===== src/rtl/mem_access.sv =====
// Memory-access pipeline stage: one word load/store per instruction over a req/ack port,
// registered write-back fields toward `write`. Optional macro MEM_TIMEOUT_EN aborts stalled requests.
module mem_access #(
  parameter int unsigned TIMEOUT_CYCLES = 16
) (
  input  logic        clk,
  input  logic        rst_n,
  input  logic        ex_valid,
  output logic        ex_ready,
  input  logic [4:0]  ex_write_r,
  input  logic        ex_write_en,
  input  logic [31:0] ex_alu_result,
  input  logic [31:0] ex_store_data,
  input  logic        ex_read_mm,
  input  logic        ex_write_mm,
  input  logic        ex_write_pc,
  input  logic [31:0] ex_jmp_pc,
  output logic        dm_req,
  output logic        dm_we,
  output logic [31:0] dm_addr,
  output logic [31:0] dm_wdata,
  input  logic        dm_ack,
  input  logic [31:0] dm_rdata,
  output logic        wb_valid,
  output logic [4:0]  write_r,
  output logic        write_en,
  output logic [31:0] write_data,
  output logic        write_pc,
  output logic [31:0] jmp_pc,
  output logic        mem_err
);

  typedef enum logic {IDLE, BUSY} state_t;

  state_t state, state_d;

  logic accept, mem_op, misaligned, timeout;

  logic        dm_req_d, dm_we_d;
  logic [31:0] dm_addr_d, dm_wdata_d;
  logic        wb_valid_d, write_en_d, write_pc_d, mem_err_d;
  logic [4:0]  write_r_d;
  logic [31:0] write_data_d, jmp_pc_d;
  logic        lat_load;

  // Write-back fields of the instruction waiting on memory
  logic [4:0]  lat_write_r;
  logic        lat_write_en, lat_write_pc, lat_conflict;
  logic [31:0] lat_alu, lat_jmp_pc;

  assign ex_ready   = (state == IDLE);
  assign accept     = ex_valid & ex_ready;
  assign mem_op     = ex_read_mm | ex_write_mm;
  assign misaligned = mem_op & (ex_alu_result[1:0] != 2'b00);

`ifdef MEM_TIMEOUT_EN
  logic [7:0] to_cnt;

  assign timeout = (state == BUSY) && !dm_ack && (to_cnt == 8'(TIMEOUT_CYCLES - 1));

  always_ff @(posedge clk or negedge rst_n) begin
    if (!rst_n)                        to_cnt <= '0;
    else if (accept)                   to_cnt <= '0;
    else if (state == BUSY && !dm_ack) to_cnt <= to_cnt + 8'd1;
  end
`else
  // Parameter only matters with the counter; legal values are never 0, so this is constant low.
  assign timeout = (TIMEOUT_CYCLES == 0);
`endif

  always_ff @(posedge clk or negedge rst_n) begin
    if (!rst_n) state <= IDLE;
    else        state <= state_d;
  end

  always_comb begin
    state_d = state;
    case (state)
      IDLE: if (accept && mem_op && !misaligned) state_d = BUSY;
      BUSY: if (dm_ack || timeout)               state_d = IDLE;
      default:                                   state_d = IDLE;
    endcase
  end

  always_comb begin
    dm_req_d     = dm_req;
    dm_we_d      = dm_we;
    dm_addr_d    = dm_addr;
    dm_wdata_d   = dm_wdata;
    wb_valid_d   = 1'b0;
    write_en_d   = 1'b0;
    write_pc_d   = 1'b0;
    mem_err_d    = 1'b0;
    write_r_d    = write_r;
    write_data_d = write_data;
    jmp_pc_d     = jmp_pc;
    lat_load     = 1'b0;
    case (state)
      IDLE: begin
        if (accept) begin
          if (mem_op && !misaligned) begin
            dm_req_d   = 1'b1;
            dm_we_d    = ex_write_mm;
            dm_addr_d  = ex_alu_result;
            dm_wdata_d = ex_store_data;
            lat_load   = 1'b1;
          end else begin
            wb_valid_d   = 1'b1;
            write_r_d    = ex_write_r;
            write_en_d   = ex_write_en & ~mem_op;
            write_data_d = ex_alu_result;
            write_pc_d   = ex_write_pc;
            jmp_pc_d     = ex_jmp_pc;
            mem_err_d    = misaligned;
          end
        end
      end
      BUSY: begin
        if (dm_ack || timeout) begin
          dm_req_d     = 1'b0;
          wb_valid_d   = 1'b1;
          write_r_d    = lat_write_r;
          write_pc_d   = lat_write_pc;
          jmp_pc_d     = lat_jmp_pc;
          write_en_d   = dm_ack & lat_write_en;
          write_data_d = (dm_ack && !dm_we) ? dm_rdata : lat_alu;
          mem_err_d    = dm_ack ? lat_conflict : 1'b1;
        end
      end
      default: ;
    endcase
  end

  always_ff @(posedge clk or negedge rst_n) begin
    if (!rst_n) begin
      dm_req     <= 1'b0;
      dm_we      <= 1'b0;
      dm_addr    <= '0;
      dm_wdata   <= '0;
      wb_valid   <= 1'b0;
      write_r    <= '0;
      write_en   <= 1'b0;
      write_data <= '0;
      write_pc   <= 1'b0;
      jmp_pc     <= '0;
      mem_err    <= 1'b0;
    end else begin
      dm_req     <= dm_req_d;
      dm_we      <= dm_we_d;
      dm_addr    <= dm_addr_d;
      dm_wdata   <= dm_wdata_d;
      wb_valid   <= wb_valid_d;
      write_r    <= write_r_d;
      write_en   <= write_en_d;
      write_data <= write_data_d;
      write_pc   <= write_pc_d;
      jmp_pc     <= jmp_pc_d;
      mem_err    <= mem_err_d;
    end
  end

  always_ff @(posedge clk or negedge rst_n) begin
    if (!rst_n) begin
      lat_write_r  <= '0;
      lat_write_en <= 1'b0;
      lat_write_pc <= 1'b0;
      lat_conflict <= 1'b0;
      lat_alu      <= '0;
      lat_jmp_pc   <= '0;
    end else if (lat_load) begin
      lat_write_r  <= ex_write_r;
      lat_write_en <= ex_write_en & ~ex_write_mm;
      lat_write_pc <= ex_write_pc;
      lat_conflict <= ex_read_mm & ex_write_mm;
      lat_alu      <= ex_alu_result;
      lat_jmp_pc   <= ex_jmp_pc;
    end
  end

endmodule


===== config.mk =====
export PLATFORM = sky130hd
export DESIGN_NAME = mem_access
export DESIGN_NICKNAME = d
export VERILOG_FILES = /design/src/rtl/mem_access.sv
export SDC_FILE = /design/constraint.sdc
export NUM_CORES = 1
export LEC_CHECK = 0
export BUFFER_PORTS_ARGS = -buffer_cell sky130_fd_sc_hd__buf_2
export CORE_MARGIN = 2
export CORE_UTILIZATION = 39
export CTS_CLUSTER_DIAMETER = 120
export DETAILED_ROUTE_END_ITERATION = 12
export PLACE_DENSITY_LB_ADDON = 0.12
export SLEW_MARGIN = 20
export SYNTH_ARGS = -nofsm -noshare
export SYNTH_HDL_FRONTEND = slang
export SYNTH_SLANG_ARGS = --single-unit

===== constraint.sdc =====
create_clock -name clk -period 2.6 [get_ports clk]
set_input_delay 0.52 -clock clk [delete_from_list [all_inputs] [get_ports clk]]
set_output_delay 0.52 -clock clk [all_outputs]
set_load 0.05 [all_outputs]

==> results.yml <==
setup_path:
  rrSetupSlack_ns: 0.64
  r2r-start: "state$_DFF_PN0_"
  worstSetupStartpointType: "flip-flop"
  required_ns: 2.08
  worstSetupPathType: "reg2out"
  rr_worst_depth: 5
  path_max_fanout: 39
  end_kind: "output pin"
  crit_arrival_ns: 1.69
  r2r_end: "jmp_pc[9]$_DFFE_PN0P_"
sta:
  slew_headroom_pct: 39.2
  hold_viol: 0
  period_needed_ns: 2.21
  final_max_slew_viol_count: 0
  whs_ns: 0.195
  fin_crit_sh_pct: 85.1
  setup_viol: 0
  fin_ws_ns: 0.387
  worst_slew_pin_slew_ns: 0.911
  finalClockSkew_ns: 0.00955
  setup-tns-final_ns: 0
  fmax_mhz: 452
  rsz0062_at_grt: "no"
synthesis:
  synthCells: 912
  syn_nets: 1053
  yosys.area.top_type_share_pct: 59.5
  synth_cell_types: 25
  synth.area.top_cells: "dfrtp_1 (60%), nand2_1 (16%), o22ai_1 (4.8%)"
  ys.flop_type: "dfrtp_1"
  syn_area_mm2: 0.00891
  syn_area_per_cell_um2: 9.77
  yosysTopAreaCell: "dfrtp_1"
  synthArstFlopShare_pct: 100
  synth_edf_count: 0
  synth_warnings: 0
  ys_seq_area_share_pct: 59.5
  synth-seq-cells: 212
floorplanning:
  die_h_um: 155
  core_mm2: 0.0225
  rows: 55
  die_x_um: 155
  start_util_pct: 39.6
  ioPinCount: 281
  die_area_mm2: 0.0241
drt:
  vias_per_cell: 4.92
  vias: 7229
  first_pass_iters: 4
  wl_per_cell_um: 17.0
  wl_met1_um: 11100
  met3_length_um: 1970
  drc: 0
  routed.top_layer: "met5"
  drt_wl_total_um: 25000
  drt_iter0_markers: 307
  met2_wirelength_um: 11500
  drtAntennaViolNets: 0
clock_network:
  cts.clk_slew.worst_paths_ns: 0.06
  clkLatencyLatePin_ns: 0.51
  clock_sinks: 212
  cts_tree: "yes"
  htree_levels: 1
  clk_path_buf_depth: 3
  post_cts_buffers: 0
  cts_buffers: 24
  cts_resized: 0
  root_buffer: "clkbuf_16"
hold_path:
  min_from: "ex_store_data[14]"
  holdPathStages: 3
  min_path_type: "in2reg"
  whs_endpoint: "dm_wdata[14]$_DFFE_PN0P_"
power_and_ir_drop:
  power.density_mw_per_mm2: 986
  vdd_drop_max_uv: 582
  power_leakage_nw: 5.81
  power_mw: 11.2
finish:
  fin_util_pct: 50.3
  fillers: 2180
  drive_gt1_share_pct: 32.6
  area_growth_pct: 27.0
  instances_no_fill: 1469
  layout_common_cells: "nand2_1 (371), buf_2 (278), dfrtp_1 (210)"
  final_common_cell: "nand2_1"
  nets: 1307
  final_area_mm2: 0.0113
placed_design:
  dp_slack_ns: 0.650
  place_inst: 1424
  gp_congestion: 0.745
  hpwl_um: 15500
  dpl_cell_area_mm2: 0.0105
  io_buffers: 280
global_routing:
  grt_pass1_vias: 7478
  grt_overflow: 0
  grtUsageTotal_pct: 20.6
  antenna_found_initial: 3
  grt_max_degree: 88
  grt_pass1_wl_um: 40200
outcome:
  status: "finished, final reports clean"
flow_run:
  drv_cap: 0
## cell usage after synthesis (2+ instances only)
| cell | number |
|---|---|
| and2_1 | 4 |
| dfrtp_1 | 212 |
| a211oi_1 | 57 |
| nor2_1 | 70 |
| nand2_1 | 372 |
| mux2_2 | 32 |
| buf_2 | 30 |
| a211oi_2 | 12 |
| o22ai_1 | 69 |
| buf_4 | 3 |
| nand3_1 | 4 |
| nand3b_1 | 2 |
| buf_6 | 15 |
| buf_1 | 2 |
| clkbuf_1 | 18 |
## final cells by class
type	instances	area (µm²)	area share, %
clock inverter	7	85.1	0.752
timing repair buffer	296	1640	14.5
tap	285	357	3.15
inverter	1	3.75	0.0332
clock buffer	36	727	6.42
sequential	212	5310	46.9
multi-input combinational	631	3200	28.2
antenna	1	2.50	0.0221
## worst max path at each step
stage	from	to	slack, ns	cells after the start
floorplan	dm_we$_DFFE_PN0P_	write_data[12]$_DFFE_PN0P_	0.78	5
detailed placement	state$_DFF_PN0_	jmp_pc[9]$_DFFE_PN0P_	0.65	5
CTS	state$_DFF_PN0_	ex_ready	0.36	2
global route	state$_DFF_PN0_	ex_ready	0.30	2
finish	state$_DFF_PN0_	ex_ready	0.39	2
global placement	state$_DFF_PN0_	jmp_pc[23]$_DFFE_PN0P_	0.73	4
## metal layers
metal / global-route usage (%) / vias to the layer above
met5: 0 / -
met4: 4.28 / 2
met3: 5.88 / 33
met2: 33.1 / 212
met1: 28.2 / 3428
li1: - / 3554
## worst max-delay path, cell delays in order (launching register included)
cell and delay (ns):
dfrtp_4 0.78, inv_1 0.14, buf_2 0.25
## sequential cells by signal, indices dropped and copies added (netlist names)
register / flops
dm_wdata: 32
lat_jmp_pc: 32
dm_req: 1
write_data: 32
state: 1
dm_addr: 32
mem_err: 1
wb_valid: 1
lat_write_r: 5
write_r: 5
lat_conflict: 1
write_en: 1
jmp_pc: 32
write_pc: 1
lat_alu: 32
lat_write_pc: 1
lat_write_en: 1
dm_we: 1
## repair_timing
action | CTS | global route
hold buffers | 1 | 0
hold endpoints to repair | 52 | 0
endpoints found under the setup margin | 0 | 0
## power by group
part	switching, mW	internal (mW)
Clock	1.35	2.12
Sequential	0.378	3.97
Combinational	2.46	0.877
Total	4.20	6.96
## kinds of logic after synthesis
logic type             synth area share (%)
AND/OR/NAND/NOR                        19.7
AO/OA/AOI/OAI                          12.0
flip-flops                             59.5
multiplexers                           4.04
buffers and inverters                  4.72
Note: power is estimated with default switching activity, not from simulation.
